--- src/rtl/pipe_hazard_ctrl_if.sv ---
// Hazard-control bundle between the pipeline datapath and pipe_hazard_ctrl.
// The datapath side (master) drives stage status and receives the
// stall/flush/bubble controls plus the error flag and performance counters.
interface pipe_hazard_ctrl_if;
  logic [4:0]  D_rs1_index;
  logic [4:0]  D_rs2_index;
  logic        D_use_rs1;
  logic        D_use_rs2;
  logic [4:0]  E_rd_index;
  logic        E_is_load;
  logic        jb;
  logic        M_mem_req;
  logic        M_mem_ready;

  logic        F_stall;
  logic        D_stall;
  logic        E_bubble;
  logic        D_flush;
  logic        M_stall;
  logic        W_bubble;
  logic        mem_err;
  logic [31:0] stall_cnt;
  logic [31:0] flush_cnt;

  modport master (
    output D_rs1_index, D_rs2_index, D_use_rs1, D_use_rs2,
    output E_rd_index, E_is_load, jb, M_mem_req, M_mem_ready,
    input  F_stall, D_stall, E_bubble, D_flush, M_stall, W_bubble,
    input  mem_err, stall_cnt, flush_cnt
  );

  modport slave (
    input  D_rs1_index, D_rs2_index, D_use_rs1, D_use_rs2,
    input  E_rd_index, E_is_load, jb, M_mem_req, M_mem_ready,
    output F_stall, D_stall, E_bubble, D_flush, M_stall, W_bubble,
    output mem_err, stall_cnt, flush_cnt
  );
endinterface

--- src/rtl/pipe_hazard_ctrl.sv ---
// Pipeline hazard controller for a five-stage in-order core.
// Resolves load-use, taken branch/jump and data-memory wait hazards into
// stall/flush/bubble controls. The controls are purely combinational; the
// only state is the memory-wait tracker (RUN/WAIT/ERR with a wait counter),
// a sticky timeout flag and two wrapping performance counters.
module pipe_hazard_ctrl #(
  parameter int unsigned MEM_TIMEOUT = 255
) (
  input  logic          clk,
  input  logic          rst,
  pipe_hazard_ctrl_if.slave hz
);

  localparam logic [1:0] RUN  = 2'd0;
  localparam logic [1:0] WAIT = 2'd1;
  localparam logic [1:0] ERR  = 2'd2;

  localparam logic [9:0] TIMEOUT = 10'(MEM_TIMEOUT);

  logic [1:0]  state;
  logic [9:0]  wcnt;
  logic        mem_err_q;
  logic [31:0] stall_cnt;
  logic [31:0] flush_cnt;

  logic        load_use;
  logic        mem_hold;

  logic        f_stall;
  logic        d_stall;
  logic        e_bubble;
  logic        d_flush;
  logic        m_stall;
  logic        w_bubble;

  // A load in E whose destination is a live source of the D instruction.
  // x0 never carries a dependency, and unused operand fields are ignored.
  function automatic logic is_load_use(
    input logic       e_is_load,
    input logic [4:0] e_rd,
    input logic       use1,
    input logic [4:0] rs1,
    input logic       use2,
    input logic [4:0] rs2
  );
    return e_is_load && (e_rd != 5'd0) &&
           ((use1 && (rs1 == e_rd)) || (use2 && (rs2 == e_rd)));
  endfunction

  // Hazard detection from the current stage status.
  always_comb begin
    load_use = is_load_use(hz.E_is_load, hz.E_rd_index,
                           hz.D_use_rs1, hz.D_rs1_index,
                           hz.D_use_rs2, hz.D_rs2_index);
    mem_hold = hz.M_mem_req & ~hz.M_mem_ready;
  end

  // Control outputs, prioritised ERR > memory hold > branch > load-use.
  // A memory hold freezes everything behind M, so a branch or load-use seen
  // during the hold is simply re-evaluated on the cycle the hold releases.
  always_comb begin
    f_stall  = 1'b0;
    d_stall  = 1'b0;
    e_bubble = 1'b0;
    d_flush  = 1'b0;
    m_stall  = 1'b0;
    w_bubble = 1'b0;
    if (rst) begin
      if (state == ERR || mem_hold) begin
        f_stall  = 1'b1;
        d_stall  = 1'b1;
        m_stall  = 1'b1;
        w_bubble = 1'b1;
      end else if (hz.jb) begin
        d_flush  = 1'b1;
        e_bubble = 1'b1;
      end else if (load_use) begin
        f_stall  = 1'b1;
        d_stall  = 1'b1;
        e_bubble = 1'b1;
      end
    end
  end

  // Memory-wait tracker. wcnt counts cycles spent in WAIT; holding past
  // MEM_TIMEOUT wait cycles parks the controller in ERR until reset.
  // Leaving WAIT happens whenever the hold is gone (normally M_mem_ready).
  always_ff @(posedge clk) begin
    if (!rst) begin
      state     <= RUN;
      wcnt      <= 10'd0;
      mem_err_q <= 1'b0;
    end else begin
      case (state)
        RUN: begin
          if (mem_hold) begin
            state <= WAIT;
            wcnt  <= 10'd1;
          end
        end
        WAIT: begin
          if (!mem_hold) begin
            state <= RUN;
            wcnt  <= 10'd0;
          end else if (wcnt == TIMEOUT) begin
            state     <= ERR;
            mem_err_q <= 1'b1;
          end else begin
            wcnt <= wcnt + 10'd1;
          end
        end
        ERR: begin
          state <= ERR;
        end
        default: begin
          state <= RUN;
          wcnt  <= 10'd0;
        end
      endcase
    end
  end

  // Performance counters; both wrap silently at 2^32.
  always_ff @(posedge clk) begin
    if (!rst) begin
      stall_cnt <= 32'd0;
      flush_cnt <= 32'd0;
    end else begin
      stall_cnt <= stall_cnt + {31'd0, f_stall};
      flush_cnt <= flush_cnt + {31'd0, d_flush};
    end
  end

  assign hz.F_stall   = f_stall;
  assign hz.D_stall   = d_stall;
  assign hz.E_bubble  = e_bubble;
  assign hz.D_flush   = d_flush;
  assign hz.M_stall   = m_stall;
  assign hz.W_bubble  = w_bubble;
  assign hz.mem_err   = mem_err_q;
  assign hz.stall_cnt = stall_cnt;
  assign hz.flush_cnt = flush_cnt;

endmodule

--- src/flat_wrapper.sv ---
// flat-port wrapper written by rule: the top's interface ports become plain ports
module pipe_hazard_ctrl_flat 
#(
  parameter int unsigned MEM_TIMEOUT = 255
)
  (clk, rst, hz_D_rs1_index, hz_D_rs2_index, hz_D_use_rs1, hz_D_use_rs2, hz_E_rd_index, hz_E_is_load, hz_jb, hz_M_mem_req, hz_M_mem_ready, hz_F_stall, hz_D_stall, hz_E_bubble, hz_D_flush, hz_M_stall, hz_W_bubble, hz_mem_err, hz_stall_cnt, hz_flush_cnt);
  pipe_hazard_ctrl_if hz_i ();
  input  logic clk;
  input  logic rst;
  input wire logic [$bits(hz_i.D_rs1_index)-1:0] hz_D_rs1_index;
  input wire logic [$bits(hz_i.D_rs2_index)-1:0] hz_D_rs2_index;
  input wire logic [$bits(hz_i.D_use_rs1)-1:0] hz_D_use_rs1;
  input wire logic [$bits(hz_i.D_use_rs2)-1:0] hz_D_use_rs2;
  input wire logic [$bits(hz_i.E_rd_index)-1:0] hz_E_rd_index;
  input wire logic [$bits(hz_i.E_is_load)-1:0] hz_E_is_load;
  input wire logic [$bits(hz_i.jb)-1:0] hz_jb;
  input wire logic [$bits(hz_i.M_mem_req)-1:0] hz_M_mem_req;
  input wire logic [$bits(hz_i.M_mem_ready)-1:0] hz_M_mem_ready;
  output wire logic [$bits(hz_i.F_stall)-1:0] hz_F_stall;
  output wire logic [$bits(hz_i.D_stall)-1:0] hz_D_stall;
  output wire logic [$bits(hz_i.E_bubble)-1:0] hz_E_bubble;
  output wire logic [$bits(hz_i.D_flush)-1:0] hz_D_flush;
  output wire logic [$bits(hz_i.M_stall)-1:0] hz_M_stall;
  output wire logic [$bits(hz_i.W_bubble)-1:0] hz_W_bubble;
  output wire logic [$bits(hz_i.mem_err)-1:0] hz_mem_err;
  output wire logic [$bits(hz_i.stall_cnt)-1:0] hz_stall_cnt;
  output wire logic [$bits(hz_i.flush_cnt)-1:0] hz_flush_cnt;
  assign hz_i.D_rs1_index = hz_D_rs1_index;
  assign hz_i.D_rs2_index = hz_D_rs2_index;
  assign hz_i.D_use_rs1 = hz_D_use_rs1;
  assign hz_i.D_use_rs2 = hz_D_use_rs2;
  assign hz_i.E_rd_index = hz_E_rd_index;
  assign hz_i.E_is_load = hz_E_is_load;
  assign hz_i.jb = hz_jb;
  assign hz_i.M_mem_req = hz_M_mem_req;
  assign hz_i.M_mem_ready = hz_M_mem_ready;
  assign hz_F_stall = hz_i.F_stall;
  assign hz_D_stall = hz_i.D_stall;
  assign hz_E_bubble = hz_i.E_bubble;
  assign hz_D_flush = hz_i.D_flush;
  assign hz_M_stall = hz_i.M_stall;
  assign hz_W_bubble = hz_i.W_bubble;
  assign hz_mem_err = hz_i.mem_err;
  assign hz_stall_cnt = hz_i.stall_cnt;
  assign hz_flush_cnt = hz_i.flush_cnt;
  pipe_hazard_ctrl #(.MEM_TIMEOUT(MEM_TIMEOUT)) u_core (.clk(clk), .rst(rst), .hz(hz_i));
endmodule
--- config.mk ---
export PLATFORM = sky130hd
export DESIGN_NAME = pipe_hazard_ctrl_flat
export DESIGN_NICKNAME = d
export VERILOG_FILES = /design/src/rtl/pipe_hazard_ctrl_if.sv /design/src/rtl/pipe_hazard_ctrl.sv /design/src/flat_wrapper.sv
export SDC_FILE = /design/constraint.sdc
export NUM_CORES = 1
export LEC_CHECK = 0
export BUFFER_PORTS_ARGS = -buffer_cell sky130_fd_sc_hd__buf_2
export CAP_MARGIN = 20
export CORE_ASPECT_RATIO = 0.6
export CORE_MARGIN = 1
export CORE_UTILIZATION = 39
export CTS_CLUSTER_SIZE = 25
export DETAILED_ROUTE_END_ITERATION = 12
export GPL_TIMING_DRIVEN = 0
export PLACE_DENSITY = 0.65
export SKIP_LAST_GASP = 1
export SLEW_MARGIN = 10
export SYNTH_ARGS = -nofsm -noshare
export SYNTH_HDL_FRONTEND = slang
export SYNTH_SLANG_ARGS = --single-unit
--- constraint.sdc ---
create_clock -name clk -period 3.35 [get_ports clk]
set_input_delay 0.1675 -clock clk [delete_from_list [all_inputs] [get_ports clk]]
set_output_delay 0.1675 -clock clk [all_outputs]
set_load 0.05 [all_outputs]
==> summary.md, run 1 <==
| Metric | Value |
|---|---|
| Outcome | `finished clean` |
| Post-synthesis compound-gate area fraction | `7.254%` |
| Fin crit share | `81.67%` |
| Adder-Cell Fraction of Synth Area | `1.687%` |
| Multiplexer share of the synthesized area | `0.5398%` |
| Setup-failing EPs final | `0` |
| Largest family of logic cells by synthesized area | `simple AND/OR/NAND/NOR gates` |
| P_leak | `0.002002 uW` |
| DP HPWL | `6876 um` |
| Antenna violations before repair | `0` |
| Min Tclk post-route | `2.736 ns` |
| Simple-Gate Fraction of Synth Area | `32.19%` |
| Worst setup path category | `reg -> reg` |
| Syn nets | `453` |
| Setup TNS | `0 ns` |
| Library cells used by synthesis | `46` |
| Async SR Flop Fraction | `0%` |
| Critical Path End Type | `register` |
| Mapped cell area | `3709 um2` |
| Htree depth | `3` |
| Post-synthesis xor/xnor area fraction | `13.70%` |
| Vias in the first global route | `2934` |
| Slew Limit Fails | `0` |
| Max_cap viols | `0` |
| First drt pass iteration count | `4` |
| Synth Flop Type | `dfxtp_1` |
| Relative slew slack | `49.25%` |
| Critical path's largest stage delay | `0.46 ns` |
| Clock Tree Buf Depth | `2` |
| Tightest Hold Check Type | `in -> reg` |
| Register area share after synthesis | `41.57%` |
| Synthesis Warnings | `0` |
| Reg clk slew, reported paths | `0.06 ns` |
| Global placer's final weighted congestion | `0.8417` |
| Fraction of layout cells with a size suffix above 1 | `24.77%` |
| Worst Setup Slack post-DPL | `0.2711 ns` |
| Final hold violation count | `0` |
| Buf/Inv on CP | `2` |
| CP required | `3.58 ns` |
| Syn-to-layout area delta | `25.67%` |
| CTS tree | `built` |
| Routed WL | `9097 um` |
| Largest cells by area after synthesis | `dfxtp_1 42%, xor2_1 7.3%, xnor2_1 6.4%` |
| Post-route ant nets | `0` |
| Most common cell after layout, fill and taps aside | `buf_2` |
| CTS Buf Count | `9` |
| DRC | `0` |
| CP delay by family, top | `simple AND/OR/NAND/NOR gates` |
| Crit-path max FO | `10` |
| PwrDens | `441.4 nW/um2` |
| Root buf cell | `clkbuf_16` |
| Max IR drop VDD | `0.2538 mV` |
| Sink Count | `77` |
| Cell taking the most area after synthesis | `dfxtp_1` |
| RSZ-0062 raised after global routing | `no` |
| DRT iter0 DRCs | `206` |
| EDFF count, synth | `0` |
| Max stage delay cell, worst path | `nor3_1` |
| GRT Total Usage | `18.78%` |
| Post-Syn Area per Cell | `8.726 um2` |
| Pin count of the biggest net entering global routing | `13` |
| R2R Setup Slk | `0.61 ns` |
| Worst-path cell chain | `inv_1 -> a22o_1 -> nand2_1 -> o31ai_2 -> ha_1 -> nand3_1 -> nor3_1 -> buf_2 -> nand4_1 -> xnor2_1 -> and2_1` |
| Share of the synthesized area in the top cell type | `41.57%` |
| Nets | `557` |
| Final WS setup | `0.6142 ns` |
| Die height | `77.54 um` |
| Layout Skew | `0.007654 ns` |
| Most frequent cells in the layout | `94 x buf_2, 77 x dfxtp_1, 57 x nor2_1` |
| FP Rows | `27` |
| Clk_lat worst skew | `0.34 ns` |
| First-pass GRT wire length | `14390 um` |
| Crit start category | `register` |
| Via density | `5.118` |
| Ant diodes | `0` |
| Post-Syn Instances | `425` |
| Congestion Overflow GR | `0` |
| Seq cells post-synth | `77` |
| WP data arrival | `2.97 ns` |
| Io pins | `94` |
| Setup bufs post-CTS | `0` |
| Die width | `127.9 um` |
| IO Port Bufs | `93` |
| DIE AREA | `9916 um2` |
| Slew @ Worst Pin | `0.7549 ns` |
| Hold_ws | `0.1496 ns` |
| Fmax | `0.3655 GHz` |
| CORE AREA | `9189 um2` |
| Routed length per instance | `13.72 um` |
| Initial Util | `40.36%` |
| Post-CTS Hold Fix Bufs | `0` |
| CTS resizes | `0` |
| Vias | `3393` |
cell usage after synthesis (2+ instances only):
library cell	count
dfxtp_1	77
nor2_1	57
nand3_1	31
xor2_1	31
xnor2_1	27
nand2_1	26
nand4_1	24
o21ai_0	20
a21oi_1	16
and2_1	14
and3_1	11
clkbuf_1	9
or3_1	8
inv_1	6
nor3_1	6
ha_1	5
nand2b_1	5
and4_1	4
buf_4	4
a31oi_1	3
nor4_1	3
or2_2	3
a211oi_1	2
a311oi_1	2
and3_2	2
mux2i_1	2
nand4_4	2
nand4bb_1	2
nor3b_1	2
nor4_4	2
o211ai_1	2
or3_2	2
or4_1	2
path summary, 6_finish.rpt:
| check | start | to | cells after the start |
|---|---|---|---|
| worst max-delay path | u_core.state[0] | u_core.hz.stall_cnt[25] | 11 |
| worst max register to register | u_core.state[0] | u_core.hz.stall_cnt[25] | 11 |
| worst min register to register | u_core.hz.stall_cnt[31] | u_core.hz.stall_cnt[31] | 2 |
| worst min-delay path | rst | u_core.hz.flush_cnt[28] | 3 |
area by class of cell:
cell class / instances / area, um2
Buffer: 16 / 87.58
Clock buffer: 10 / 239.0
Clock inverter: 5 / 75.07
Fill cell: 897 / 4528
Inverter: 7 / 26.28
Multi-Input combinational cell: 325 / 2063
Sequential cell: 77 / 1541
Tap cell: 130 / 162.7
Timing Repair Buffer: 93 / 465.4
per-layer routing:
metal / global-route usage [%] / share of wire, % / vias to the layer above / routed length [um]
met1: 26.41 / 50 / 1568 / 4570
met5: 0 / 0 / - / 0
met4: 4.941 / 0.53 / 0 / 48
met2: 26.85 / 42 / 111 / 3786
li1: - / - / 1707 / -
met3: 6.759 / 7.6 / 7 / 692
flip-flops by register name, indices dropped and copies added (netlist names):
name	flops
u_core.hz.mem_err	1
u_core.wcnt	10
u_core.state	2
u_core.hz.stall_cnt	32
u_core.hz.flush_cnt	32
logic make-up after synthesis:
| logic type | count (synthesis) |
|---|---|
| muxes | 2 |
| xor gates and xnor gates | 58 |
| and+or+nand+nor | 212 |
| AOI/OAI and AO/OA | 48 |
| adders and majority gates | 5 |
| DFF | 77 |
| buffers and inverters | 23 |
where the power goes:
part	leakage (uW)	switching (uW)	internal, uW
Combinational	0.00122	66.7	33.9
Clock	0.000158	370	664
Sequential	0.000621	3.11	920
metrics by stage:
step	instances	util, %	instance area (um2)	power [uW]
2_1_floorplan	425	-	3719	1005
3_3_place_gp	648	47.30	4347	1042
3_5_place_dp	648	47.30	4347	1044
4_1_cts	663	50.72	4661	2072
5_1_grt	663	50.72	4661	2131
6_report	663	50.72	4661	2057
worst reg2reg max path, delay by kind of cell, from the launching register on:
family	cells	cell delay (ns)
AOI/OAI and AO/OA	2	0.34
xor gates and xnor gates	1	0.14
adders and majority gates	1	0.29
buffers and inverters	2	0.44
DFF	1	0.35
and+or+nand+nor	5	1.06
(Power assumes the default switching activity.)
==> inputs of run 2 (changes only) <==
==> constraint.sdc (replaced) <==
create_clock -name clk -period 2.87 [get_ports clk]
set_input_delay 0.1435 -clock clk [delete_from_list [all_inputs] [get_ports clk]]
set_output_delay 0.1435 -clock clk [all_outputs]
set_load 0.05 [all_outputs]
==> summary.md, run 2 (synthesis results as in run 1) <==
| Metric | Value |
|---|---|
| Failing checks | `DRC` |
| Clk network pwr share | `50.8%` |
| FF/Latch Area | `1541 um2` |
| Hold_ws | `0.1403 ns` |
| Switching Power | `509.8 uW` |
| Root buf cell | `clkbuf_16` |
| Post-CTS Hold Fix Bufs | `0` |
| Vias in the first global route | `3110` |
| First drt pass iteration count | `9` |
| Final hold violation count | `0` |
| Final WS setup | `0.2367 ns` |
| Congestion Overflow GR | `0` |
| Fin crit share | `91.75%` |
| Via density | `5.195` |
| CP required | `3.09 ns` |
| CORE AREA | `9189 um2` |
| Fin util | `51.38%` |
| Vias | `3460` |
| Tightest Hold Check Type | `in -> reg` |
| Fill cell count | `894` |
| Slew @ Worst Pin | `0.6361 ns` |
| Most frequent cells in the layout | `94 x buf_2, 77 x dfxtp_1, 57 x nor2_1` |
| Reg clk slew, reported paths | `0.06 ns` |
| DRT iter0 DRCs | `256` |
| PwrDens | `514.6 nW/um2` |
| Die height | `77.54 um` |
| Slew Limit Fails | `0` |
| Ant diodes | `0` |
| Io pins | `94` |
| Outcome | `finished with violations` |
| Worst setup path category | `reg -> reg` |
| Crit start category | `register` |
| Syn-to-layout area delta | `27.29%` |
| IO Port Bufs | `93` |
| Sw frac | `20.98%` |
| Htree depth | `3` |
| Routed length per instance | `14.12 um` |
| Design Power | `2429 uW` |
| Largest regs | `u_core.hz.flush_cnt: 32 flops, u_core.hz.stall_cnt: 32 flops, u_core.wcnt: 10 flops` |
| Clock Tree Buf Depth | `2` |
| Min Tclk post-route | `2.633 ns` |
| Fmax | `0.3798 GHz` |
| Gate power share | `4.9%` |
| Routed WL | `9403 um` |
| WP data arrival | `2.86 ns` |
| Seq pwr share | `44.3%` |
| Critical path's largest stage delay | `0.35 ns` |
| FP Rows | `27` |
| Int Pwr | `1920 uW` |
| Nets | `559` |
| Multi-input gate area | `2083 um2` |
| Layout Skew | `0.006838 ns` |
| DIE AREA | `9916 um2` |
| Max stage delay cell, worst path | `dfxtp_1` |
| Initial Util | `40.36%` |
| Max_cap viols | `0` |
| First-pass GRT wire length | `14980 um` |
| Worst-path cell chain | `inv_1 -> a22o_1 -> nand2_1 -> o31ai_4 -> ha_1 -> nand3_1 -> nor3_2 -> buf_2 -> nand4_1 -> xnor2_1 -> and2_1` |
| RSZ-0062 raised after global routing | `no` |
| GRT Total Usage | `19.35%` |
| Crit-path max FO | `10` |
| Critical Path End Type | `register` |
| Relative slew slack | `57.24%` |
| DP HPWL | `6954 um` |
| Sink Count | `77` |
| Post-route ant nets | `0` |
| Clk_lat worst skew | `0.33 ns` |
| DRC | `2` |
| Most common cell after layout, fill and taps aside | `buf_2` |
| P_leak | `0.002023 uW` |
| Fraction of layout cells with a size suffix above 1 | `25.19%` |
| Max IR drop VDD | `0.3173 mV` |
| Global placer's final weighted congestion | `0.8395` |
| Antenna violations before repair | `0` |
| Pin count of the biggest net entering global routing | `13` |
| Die width | `127.9 um` |
| Worst Setup Slack post-DPL | `-0.1047 ns` |
| CTS tree | `built` |
| Setup-failing EPs final | `0` |
| CTS Buf Count | `9` |
==> run 2: changes by cell type in the layout (fill, tap and decap cells not counted) <==
| cell | change |
|---|---|
| nor3_1 | -1 |
| clkinv_2 | -1 |
| o31ai_4 | +1 |
| clkbuf_1 | +1 |
| buf_12 | +1 |
| nor3_4 | +1 |
| buf_4 | +1 |
| o31ai_2 | -1 |
| clkbuf_8 | +1 |
==> run 2: per-layer routing <==
layer | part of all wire [%] | GRT usage (%) | routed length, um
met1 | 51 | 26.96 | 4754
met2 | 43 | 27.99 | 4050
met3 | 5.9 | 6.414 | 555
met4 | 0.47 | 6.118 | 44
met5 | 0 | 0 | 0
==> run 2: worst paths after layout <==
check	start	to	slack, ns	cells after the start
max	u_core.state[0]	u_core.hz.stall_cnt[25]	0.24	11
min	rst	u_core.hz.flush_cnt[28]	0.14	3
max reg2reg	u_core.state[0]	u_core.hz.stall_cnt[25]	0.24	11
min reg2reg	u_core.hz.mem_err	u_core.hz.mem_err	0.48	2
==> run 2: final cells by class <==
type	count	area share, %
Inverter	7	0.5566
Tap cell	130	3.446
Clock buffer	12	5.433
Sequential cell	77	32.65
Timing Repair Buffer	95	10.44
Clock inverter	4	1.484
Buffer	16	1.855
Multi-Input combinational cell	325	44.13
==> run 2: what timing repair did <==
| item | in CTS | in global routing |
|---|---|---|
| buffers inserted | 0 | 2 |
| endpoints found under the setup margin | 0 | 13 |
| resized for setup | 0 | 1 |
==> run 2: worst max-delay path, delay by kind of cell (launching register included) <==
kind	cells	cell delay [ns]
buffers and inverters	2	0.41
adders and majority gates	1	0.29
AOI/OAI and AO/OA	2	0.35
xor gates and xnor gates	1	0.14
and+or+nand+nor	5	0.99
DFF	1	0.35
==> run 2: power groups by stage <==
stage	combinational, uW	sequential [uW]	clock (uW)
floorplan	66.4	1110	0
global placement	118	1100	0
detailed placement	121	1100	0
CTS	121	1080	1270
global route	130	1080	1310
finish	119	1080	1230
==> run 2: metrics by stage <==
stage                     TNS [ns]  std cells  area [um2]
after detailed placement   -0.4492        648        4362
after global routing             0        666        4721
after floorplan                  0        425        3734
after global placement     -0.6434        648        4362
final                            0        666        4721
after CTS                        0        664        4688
